--- src/rtl/can_bit_stuffer_pkg.sv ---
// Shared CAN definitions: stuffing run limit, line levels and stuffer state encoding.
package can_bit_stuffer_pkg;
  localparam int   CAN_STUFF_LIMIT = 5;
  localparam logic CAN_RECESSIVE   = 1'b1;
  localparam logic CAN_DOMINANT    = 1'b0;

  typedef enum logic [1:0] {
    ST_IDLE,
    ST_SEND,
    ST_STUFF
  } stuff_state_e;
endpackage

--- src/rtl/can_bit_stuffer.sv ---
// CAN transmit bit stuffer: after STUFF_LIMIT identical line bits in the stuffed
// region, inserts one opposite bit while holding the sequencer via stuff_pending.
module can_bit_stuffer
  import can_bit_stuffer_pkg::*;
#(
  parameter int STUFF_LIMIT = CAN_STUFF_LIMIT,
  parameter int CNT_W       = 7
) (
  input  logic             clk,
  input  logic             rst_n,
  input  logic             baud_tick,
  input  logic             txing,
  input  logic             stuff_en,
  input  logic             tx_bit,
  output logic             can_tx,
  output logic             stuff_pending,
  output logic [CNT_W-1:0] stuff_count
);
  localparam int               RUN_W   = $clog2(STUFF_LIMIT + 1);
  localparam logic [RUN_W-1:0] RUN_MAX = RUN_W'(STUFF_LIMIT);
  localparam logic [CNT_W-1:0] CNT_MAX = '1;

  stuff_state_e     state_q, state_d;
  logic             last_q, last_d;
  logic [RUN_W-1:0] run_q, run_d;
  logic             can_tx_q, can_tx_d;
  logic             pend_q, pend_d;
  logic [CNT_W-1:0] cnt_q, cnt_d;

  always_comb begin
    state_d  = state_q;
    last_d   = last_q;
    run_d    = run_q;
    can_tx_d = can_tx_q;
    pend_d   = pend_q;
    cnt_d    = cnt_q;
    if (baud_tick) begin
      if (!txing) begin
        // Leaving the frame also drops any stuff bit that was still due.
        state_d  = ST_IDLE;
        can_tx_d = CAN_RECESSIVE;
        last_d   = CAN_RECESSIVE;
        run_d    = '0;
        pend_d   = 1'b0;
        cnt_d    = '0;
      end else if (state_q == ST_STUFF) begin
        // tx_bit is ignored here; the stuff bit opens the next run.
        state_d  = ST_SEND;
        can_tx_d = ~last_q;
        last_d   = ~last_q;
        run_d    = RUN_W'(1);
        pend_d   = 1'b0;
        if (cnt_q != CNT_MAX) cnt_d = cnt_q + 1'b1;
      end else begin
        state_d  = ST_SEND;
        can_tx_d = tx_bit;
        last_d   = tx_bit;
        pend_d   = 1'b0;
        if (tx_bit == last_q && run_q != '0)
          run_d = (run_q >= RUN_MAX) ? RUN_MAX : run_q + 1'b1;
        else
          run_d = RUN_W'(1);
        if (stuff_en && run_d == RUN_MAX) begin
          pend_d  = 1'b1;
          state_d = ST_STUFF;
        end
      end
    end
  end

  always_ff @(posedge clk or negedge rst_n) begin
    if (!rst_n) begin
      state_q  <= ST_IDLE;
      last_q   <= CAN_RECESSIVE;
      run_q    <= '0;
      can_tx_q <= CAN_RECESSIVE;
      pend_q   <= 1'b0;
      cnt_q    <= '0;
    end else begin
      state_q  <= state_d;
      last_q   <= last_d;
      run_q    <= run_d;
      can_tx_q <= can_tx_d;
      pend_q   <= pend_d;
      cnt_q    <= cnt_d;
    end
  end

  assign can_tx        = can_tx_q;
  assign stuff_pending = pend_q;
  assign stuff_count   = cnt_q;
endmodule

--- config.mk ---
export PLATFORM = sky130hd
export DESIGN_NAME = can_bit_stuffer
export DESIGN_NICKNAME = d
export VERILOG_FILES = /design/src/rtl/can_bit_stuffer_pkg.sv /design/src/rtl/can_bit_stuffer.sv
export SDC_FILE = /design/constraint.sdc
export NUM_CORES = 1
export LEC_CHECK = 0
export ABC_CLOCK_PERIOD_IN_PS = 1470
export CAP_MARGIN = 20
export CORE_MARGIN = 4
export CORE_UTILIZATION = 44
export CTS_CLUSTER_DIAMETER = 50
export DETAILED_ROUTE_END_ITERATION = 10
export GPL_ROUTABILITY_DRIVEN = 0
export PLACE_DENSITY = 0.73
export SETUP_SLACK_MARGIN = 0.05
export SLEW_MARGIN = 15
export SYNTH_ARGS = -nofsm -noshare
export SYNTH_HDL_FRONTEND = slang
export SYNTH_SLANG_ARGS = --single-unit
--- constraint.sdc ---
create_clock -name clk -period 1.47 [get_ports clk]
set_input_delay 0.2205 -clock clk [delete_from_list [all_inputs] [get_ports clk]]
set_output_delay 0.2205 -clock clk [all_outputs]
set_load 0.01 [all_outputs]
==> flow_summary_export.csv, run 1 <==
group,metric,value,unit
outcome,status,"finished with violations",
outcome,violations,"negative setup slack",
critical_path,rr_worst_depth,7,
critical_path,cp-start-kind,"flip-flop",
timing,slew_viol_final,0,
finish,fillers,106,
logic_synthesis,yosysSeqAreaShare,43.3,%
finish,multi_input_area,470,sq um
detailed_routing,routed_wirelength,2250,um
timing,whs,0.238,ns
pwr,ir_worst_vdd,618,uV
grt,gr-usage-all-layers,18.7,%
die,die_h,49.4,um
finish,area_growth,57.2,%
detailed_routing,via_per_inst,5.79,
pwr,p_total,0.895,mW
grt,grt.busiest_layer,"met2",
pwr,comb_power_share,28.8,%
pwr,p_sw_share,30.8,%
grt,grt_max_degree,14,
clocking,cts_tree,"yes",
logic_synthesis,syn_inst,81,
pwr,p_clk_share,25.7,%
pwr,leakagePower,0.529,nW
critical_path,worstPathRequired,1.63,ns
logic_synthesis,synth.largest_area_cell,"dfrtp_1",
critical_path,r2r-end,"run_q[2]",
logic_synthesis,yosys.area_share.adder,6.63,%
finish,instances_no_fill,137,
logic_synthesis,ys_async_sr_fraction,100,%
pwr,p_seq_share,45.5,%
clocking,clkSlewWorstSetupHoldPaths,0.08,ns
detailed_routing,post_drt_wl_per_cell,16.4,um
grt,met3_usage,4.59,%
logic_synthesis,synth_area,754,sq um
run,drv_cap,0,
placed_design,dp_cells,124,
logic_synthesis,synth_area_per_cell,9.31,sq um
critical_path,arrival,1.78,ns
critical_path,endpoint_kind,"flip-flop",
detailed_routing,ant_nets,0,
timing,clock-skew-final,0.00327,ns
logic_synthesis,synth-simple-area-share,22.2,%
grt,antenna_found_initial,0,
logic_synthesis,synth_top_area_share,39.8,%
finish,ff_latch_area,329,sq um
pwr,p_int,0.620,mW
timing,slew-limit-headroom,80.6,%
timing,timing.final.crit_share,110,%
logic_synthesis,muxShareOfSynthArea,2.65,%
die,die_area,2440,sq um
logic_synthesis,synth_nets,91,
placed_design,placed_area,1040,sq um
finish,final_area,1190,sq um
logic_synthesis,ys_warn_count,0,
die,initial_core_util,48.4,%
clocking,htreeDepth,1,
pwr,power.density,755,nW/um^2
pwr,p_switching,0.275,mW
grt,grt.overflow.total,0,
logic_synthesis,synth_edf_count,0,
logic_synthesis,synthXorXnorAreaFrac,1.16,%
placed_design,post-place-ws,-0.116,ns
logic_synthesis,synth-compound-area-share,19.4,%
grt,grt_pass1_vias,794,
clocking,cts_hold_buf,0,
timing,final.setup.worst_slack,-0.146,ns
clocking,numClockSinks,13,
die,ios,15,
timing,setup_viol,6,
timing,rsz0062_at_grt,"yes",
critical_path,regToRegSetupSlack,-0.15,ns
critical_path,timing_worst_setup_path_type,"reg2reg",
clocking,cts_buffers,3,
detailed_routing,post-route-drc-count,0,
finish,layout-drive-gt1-share,38.8,%
detailed_routing,drt_pass1_iterations,4,
timing,hold_viol_final,0,
grt,grt_use_met2,31.0,%
timing,tightest_slew,0.289,ns
grt,met1_usage,23.4,%
timing,fin_crit,1.62,ns
logic_synthesis,synth_top_family_by_area,"simple AND/OR/NAND/NOR gates",
die,core_region_area,1560,sq um
critical_path,crit_path_max_fanout,3,
placed_design,portBuffers,14,
critical_path,r2r_start,"run_q[0]",
die,fp.dieW,49.4,um
worst_hold_path,hold_class,"in2async",
logic_synthesis,synth_area_leaders,"dfrtp_1 40%, ha_1 6.6%, dfstp_2 3.5%, nand2_1 3.5%, nor2_1 3.5%",
grt,grt_pass1_wl,3500,um
finish,antennaDiodeCount,0,
placed_design,dp_hpwl,1430,um
clocking,cts-root-buf,"clkbuf_4",
timing,max_clock_freq,0.619,GHz
detailed_routing,routed-via-count,793,
clocking,clk-insertion-delay-late,0.28,ns
logic_synthesis,yosys.cell_types.count,33,
die,rows,14,
clocking,clockBufferDepth,2,
finish,final_nets,132,
detailed_routing,drtIter0Drc,19,
logic_synthesis,yosys_register_bits,13,
logic_synthesis,synth_ff_type,"dfrtp_1",
-- kinds of logic after synthesis --
kind of cell	count (synthesis)
adders and majority gates	4
and+or+nand+nor	31
buffers and inverters	9
xor gates and xnor gates	1
muxes	2
DFF	13
AOI/OAI and AO/OA	21
-- layer usage --
metal / vias to the layer above / wire length, um
li1: 381 / -
met4: 0 / 48
met5: - / 0
met1: 388 / 1030
met3: 7 / 99
met2: 17 / 1080
-- power by group through the flow --
stage | registers (mW) | clock network (mW) | logic (mW)
after CTS | 0.406 | 0.229 | 0.225
final | 0.407 | 0.230 | 0.258
after floorplan | 0.423 | 0 | 0.0833
after detailed placement | 0.414 | 0 | 0.205
after global routing | 0.409 | 0.256 | 0.283
after global placement | 0.413 | 0 | 0.198
-- flip-flops by register name, summed over array words and instances (netlist names) --
name,flops
can_tx,1
stuff_count,7
run_q,3
state_q,2
-- placed cells by master, fill, tap and decap left out, types with 2 or more instances in the layout --
master and n:
dfrtp_2 2, nor2b_1 2, mux2i_1 2, buf_4 25, nand4_1 3, nor2_1 7
o22ai_1 2, clkdlybuf4s50_1 5, ha_4 2, a21oi_2 2, dlygate4sd2_1 8, nand2_1 7
dfrtp_1 10, clkbuf_4 3, a31oi_1 2, o21ai_1 2, inv_2 2, inv_1 4
o21ai_0 3, nand3_1 4
-- worst max-delay path, cell delays in order, from the launching register on --
cell and delay, ns:
dfrtp_1 0.42, buf_4 0.15, buf_4 0.14, o31ai_4 0.29
o211ai_1 0.16, buf_4 0.15, nand4_1 0.09, o21ai_1 0.09
-- worst max-delay path by stage --
| stage | endpoint | from | cells after the start | slack [ns] |
|---|---|---|---|---|
| finish | run_q[2] | run_q[0] | 7 | -0.15 |
| global placement | stuff_count[3] | baud_tick | 4 | -0.09 |
| global route | run_q[2] | run_q[0] | 7 | -0.24 |
| CTS | state_q[0] | run_q[1] | 6 | -0.07 |
| detailed placement | state_q[0] | run_q[0] | 6 | -0.12 |
| floorplan | stuff_count[3] | stuff_count[0] | 5 | -0.04 |
-- Yosys cell counts (2+ instances only) --
library cell,instances
a31oi_1,2
nand3_1,4
nor3_1,2
o22ai_1,2
o21ai_0,5
nand2_1,7
o31ai_1,2
nand4_1,3
dfrtp_1,12
nor2b_1,2
clkbuf_1,2
nor2_1,7
inv_1,6
mux2i_1,2
ha_1,4
a21oi_1,2
-- layout make-up --
type | instances | area share, %
flip-flops and latches | 13 | 27.7
well taps | 16 | 1.69
inverters | 6 | 1.90
repair buffers | 39 | 26.8
multi-input cells | 59 | 39.7
clock buffers | 4 | 2.22
-- what timing repair did --
item,in CTS,in global routing
pin swaps,2,1
endpoints found under the setup margin,15,10
resized for setup,13,12
setup buffers,6,3
-- metrics by stage --
step | setup TNS, ns | utilization, %
global placement | -0.244 | 66.7
floorplan | -0.0658 | -
detailed placement | -0.446 | 66.7
finish | -0.410 | 76.1
global route | -0.928 | 76.1
CTS | -0.116 | 71.5
Note: power is estimated with default switching activity, not from simulation.
==> run 2: changes to the inputs <==
--- a/config.mk
+++ b/config.mk
@@ -7,7 +7,6 @@
 export LEC_CHECK = 0
 export ABC_CLOCK_PERIOD_IN_PS = 1470
 export CAP_MARGIN = 20
-export CORE_MARGIN = 4
 export CORE_UTILIZATION = 44
 export CTS_CLUSTER_DIAMETER = 50
 export DETAILED_ROUTE_END_ITERATION = 10
==> run 2 against run 1 <==
The run ends with design-rule violations, negative setup slack left. Clock skew is 0.00057 ns lower. Largest cell class unchanged. Critical path depth is 1 lower. Hold slack better by 0.027 ns. Sequential share of layout area down 0.46 points. Largest power group unchanged. Setup slack better by 0.0016 ns. Core utilization rose by 1.3 points. Sequential power barely moved. Global-route usage is 6.8 points higher. Final cell count rose by 2.2%. Combinational power increased by 2%.
==> flow_summary_export.csv, run 2 (same netlist as run 1, synthesis figures left out) <==
group,metric,value,unit
finish,antennaDiodeCount,0,
clocking,cts-root-buf,"clkbuf_4",
finish,layout-drive-gt1-share,40.3,%
critical_path,timing_worst_setup_path_type,"reg2reg",
grt,grt_max_degree,14,
critical_path,critPathSlowestCell,"dfrtp_1",
die,ios,15,
clocking,clockBufferDepth,2,
die,rows,14,
outcome,status,"finished with violations",
clocking,htreeDepth,1,
clocking,cts_buffers,3,
die,die_h,43.4,um
pwr,leakagePower,0.545,nW
finish,final_nets,135,
critical_path,worstPathRequired,1.63,ns
detailed_routing,via_per_inst,5.90,
critical_path,cp-start-kind,"flip-flop",
finish,layout_commonest_cell,"buf_4",
clocking,clk-insertion-delay-late,0.27,ns
timing,slew-limit-headroom,79.9,%
timing,tightest_slew,0.300,ns
critical_path,rr_worst_depth,6,
finish,largest_register_ffs,7,
critical_path,crit_cells,6,
clocking,cts_tree,"yes",
die,core_region_area,1560,sq um
detailed_routing,routed_wirelength,2270,um
timing,rsz0062_at_grt,"yes",
finish,final_cell_mix,"28 x buf_4, 10 x dfrtp_1, 9 x dlygate4sd2_1",
critical_path,cp_cell_sequence,"inv_2 -> ha_4 -> or3b_1 -> o211ai_1 -> nand4_1 -> a31o_2",
placed_design,dp_cells,127,
timing,final.setup.worst_slack,-0.145,ns
die,initial_core_util,48.4,%
worst_hold_path,hold_class,"in2async",
finish,multi_input_area,469,sq um
critical_path,endpoint_kind,"flip-flop",
timing,clock-skew-final,0.00270,ns
outcome,violations,"design-rule violations, negative setup slack",
grt,grt_pass1_vias,767,
die,fp.dieW,43.4,um
finish,fillers,111,
pwr,power.density,734,nW/um^2
die,die_area,1880,sq um
grt,grt_pass1_wl,3490,um
grt,grt.overflow.total,0,
critical_path,r2r_start,"run_q[0]",
run,drv_cap,0,
finish,instances_no_fill,140,
timing,max_clock_freq,0.619,GHz
critical_path,crit_path_max_fanout,4,
critical_path,max_stage_delay,0.40,ns
pwr,ir_worst_vdd,746,uV
grt,gr-usage-all-layers,25.5,%
timing,slew_viol_final,0,
detailed_routing,routed-via-count,826,
critical_path,crit_family,"simple AND/OR/NAND/NOR gates",
critical_path,cp.buffers_inverters,1,
finish,ff_latch_area,329,sq um
detailed_routing,post_drt_wl_per_cell,16.2,um
clocking,numClockSinks,13,
timing,hold_viol_final,0,
placed_design,placed_area,1060,sq um
finish,final_area,1210,sq um
timing,setup_viol,3,
timing,fin_crit,1.61,ns
timing,whs,0.265,ns
clocking,clkSlewWorstSetupHoldPaths,0.08,ns
detailed_routing,post-route-drc-count,2,
placed_design,portBuffers,14,
detailed_routing,drtIter0Drc,42,
critical_path,arrival,1.77,ns
detailed_routing,drt_pass1_iterations,8,
timing,timing.final.crit_share,110,%
detailed_routing,ant_nets,0,
finish,area_growth,59.9,%
placed_design,dp_hpwl,1470,um
grt,antenna_found_initial,0,
placed_design,post-place-ws,-0.207,ns
critical_path,crit_path_start,"run_q[0]",
run 2: cell types whose count changed in the layout (fill, tap and decap cells not counted):
cell	previous run	this run
buf_4	25	28
clkdlybuf4s15_1	1	0
dlygate4sd2_1	8	9
o22ai_1	2	1
o22ai_2	0	1
o41ai_1	0	1
o41ai_2	1	0
run 2: power breakdown:
part | leakage, nW | internal [mW] | switching (mW)
registers | 0.170 | 0.383 | 0.0242
logic | 0.360 | 0.136 | 0.126
clock network | 0.0150 | 0.105 | 0.112
run 2: worst paths after layout:
path / endpoint / slack, ns
max in group asynchronous: can_tx / 0.97
max: state_q[0] / -0.14
max reg2reg: state_q[0] / -0.14
min: run_q[2] / 0.26
min reg2reg: can_tx / 0.51
min in group clk: can_tx / 0.51
run 2: metrics by stage:
step	total power [mW]	utilization [%]	setup TNS [ns]
floorplan	0.506	-	-0.0658
global placement	0.610	68.1	-0.457
detailed placement	0.620	68.1	-0.746
CTS	0.848	72.2	-0.187
global route	0.945	77.4	-0.735
finish	0.885	77.4	-0.327
run 2: layout make-up:
type	instances	area share (%)
Sequential cell	13	27.3
Clock buffer	4	2.18
Tap cell	16	1.66
Multi-Input combinational cell	59	38.9
Inverter	6	1.87
Timing Repair Buffer	42	28.1
run 2: repair_timing:
item	4_1_cts	5_1_grt
hold buffers	0	0
pin swaps	1	4
setup buffers	5	4
endpoints found under the setup margin	14	9
resized for setup	12	12
run 2: per-layer routing:
| layer | vias up | GRT usage [%] | wire length [um] |
|---|---|---|---|
| li1 | 385 | - | - |
| met1 | 394 | 34.2 | 936 |
| met2 | 41 | 41.5 | 1140 |
| met3 | 6 | 2.50 | 149 |
| met4 | 0 | 12.5 | 41 |
| met5 | - | 0 | 0 |
==> run 3: changes to the inputs <==
--- a/config.mk
+++ b/config.mk
@@ -12,6 +12,7 @@
 export DETAILED_ROUTE_END_ITERATION = 10
 export GPL_ROUTABILITY_DRIVEN = 0
 export PLACE_DENSITY = 0.73
+export REMOVE_ABC_BUFFERS = 1
 export SETUP_SLACK_MARGIN = 0.05
 export SLEW_MARGIN = 15
 export SYNTH_ARGS = -nofsm -noshare
==> run 3 against run 2 <==
First-iteration DRC count shrank 40%. The flow still finishes with violations (design-rule violations, negative setup slack). Via count is 3.1% higher. Wire length is 5.2% higher. Largest power group unchanged. Sequential share of layout area decreased by 1.0 points. Critical path depth unchanged. Setup slack better by 0.016 ns.
==> flow_summary_export.csv, run 3 (same netlist as run 1, synthesis figures left out) <==
group,metric,value,unit
pwr,ir_worst_vdd,630,uV
grt,grt_pass1_vias,870,
timing,fin_crit,1.60,ns
critical_path,endpoint_kind,"flip-flop",
pwr,power.density,716,nW/um^2
finish,final_nets,136,
clocking,cts_tree,"yes",
placed_design,dp_hpwl,1480,um
critical_path,cp-start-kind,"flip-flop",
timing,setup_viol,5,
timing,hold_viol_final,0,
critical_path,timing_worst_setup_path_type,"reg2reg",
run,drv_cap,0,
critical_path,cp_cell_sequence,"inv_2 -> ha_4 -> or3b_1 -> o211ai_1 -> nand4_1 -> a31o_2",
clocking,cts_hold_buf,0,
critical_path,crit_family,"simple AND/OR/NAND/NOR gates",
finish,layout-drive-gt1-share,42.4,%
detailed_routing,post-route-drc-count,2,
detailed_routing,post_drt_wl_per_cell,16.9,um
grt,gr-usage-all-layers,29.7,%
die,fp.dieW,43.4,um
die,initial_core_util,48.4,%
grt,antenna_found_initial,0,
die,ios,15,
finish,antennaDiodeCount,0,
timing,slew_viol_final,0,
grt,grt.overflow.total,0,
clocking,cts_buffers,3,
detailed_routing,drt_pass1_iterations,7,
pwr,p_total,0.891,mW
timing,rsz0062_at_grt,"yes",
finish,final_cell_mix,"27 x buf_4, 12 x dfrtp_1, 9 x dlygate4sd2_1",
clocking,clockBufferDepth,2,
die,die_h,43.4,um
detailed_routing,routed-via-count,852,
critical_path,worstPathRequired,1.65,ns
grt,grt_pass1_wl,3940,um
finish,layout_commonest_cell,"buf_4",
detailed_routing,drtIter0Drc,25,
critical_path,critPathSlowestCell,"dfrtp_1",
detailed_routing,via_per_inst,6.04,
timing,final.setup.worst_slack,-0.128,ns
die,rows,14,
detailed_routing,ant_nets,0,
clocking,cts-root-buf,"clkbuf_4",
critical_path,rr_worst_depth,6,
clocking,clk-insertion-delay-late,0.30,ns
worst_hold_path,hold_class,"in2async",
placed_design,portBuffers,14,
clocking,numClockSinks,13,
finish,largest_register_ffs,7,
timing,clock-skew-final,0.00710,ns
finish,fin_util,79.8,%
detailed_routing,routed_wirelength,2390,um
critical_path,arrival,1.78,ns
grt,grt_max_degree,15,
outcome,violations,"design-rule violations, negative setup slack",
timing,max_clock_freq,0.626,GHz
timing,slew-limit-headroom,82.0,%
timing,tightest_slew,0.268,ns
pwr,leakagePower,0.583,nW
critical_path,crit_cells,6,
critical_path,max_stage_delay,0.41,ns
clocking,clkSlewWorstSetupHoldPaths,0.09,ns
die,core_region_area,1560,sq um
finish,fillers,104,
critical_path,crit_path_max_fanout,4,
timing,timing.final.crit_share,109,%
outcome,status,"finished with violations",
die,die_area,1880,sq um
timing,fin_tns_setup,-0.334,ns
critical_path,cp.buffers_inverters,1,
clocking,htreeDepth,1,
finish,area_growth,64.8,%
run 3: per-layer routing:
layer	track usage, %	routed length (um)	part of all wire (%)
met5	0	0	0
met1	35.3	923	39
met4	23.1	142	5.9
met3	6.25	128	5.4
met2	46.7	1200	50
run 3: cell type report:
type                    count  area, sq um  area share (%)
clock buffers               4         26.3            2.11
inverters                   6         22.5            1.81
multi-input cells          59          494            39.7
flip-flops and latches     13          327            26.3
well taps                  16         20.0            1.61
repair buffers             43          354            28.5
run 3: path summary, 6_finish.rpt:
path / start / to / slack [ns]
setup reg to reg: run_q[0] / state_q[0] / -0.13
hold / removal: rst_n / state_q[1] / 0.21
setup / recovery: run_q[0] / state_q[0] / -0.13
min in group clk: can_tx / can_tx / 0.51
hold reg to reg: can_tx / can_tx / 0.51
max in group asynchronous: rst_n / can_tx / 1.03
run 3: repair_timing:
item	CTS	global route
hold endpoints to repair	0	0
resized for setup	22	16
endpoints found under the setup margin	18	11
buffers inserted	9	4
gates cloned	0	0
pin swaps	7	6
run 3: where the power goes:
group / total (mW) / switching [mW] / internal (mW) / leakage (nW)
clock: 0.246 / 0.140 / 0.106 / 0.0150
combinational: 0.245 / 0.124 / 0.122 / 0.395
sequential: 0.400 / 0.0190 / 0.381 / 0.173
run 3: through the flow:
| stage | instances | hold slack, ns | setup WS [ns] | area (sq um) |
|---|---|---|---|---|
| floorplan | 78 | -0.0751 | -0.109 | 742 |
| global placement | 126 | 0.494 | -0.124 | 1040 |
| detailed placement | 126 | 0.498 | -0.176 | 1040 |
| CTS | 139 | 0.223 | -0.0995 | 1160 |
| global route | 141 | 0.247 | -0.230 | 1240 |
| finish | 141 | 0.213 | -0.128 | 1240 |
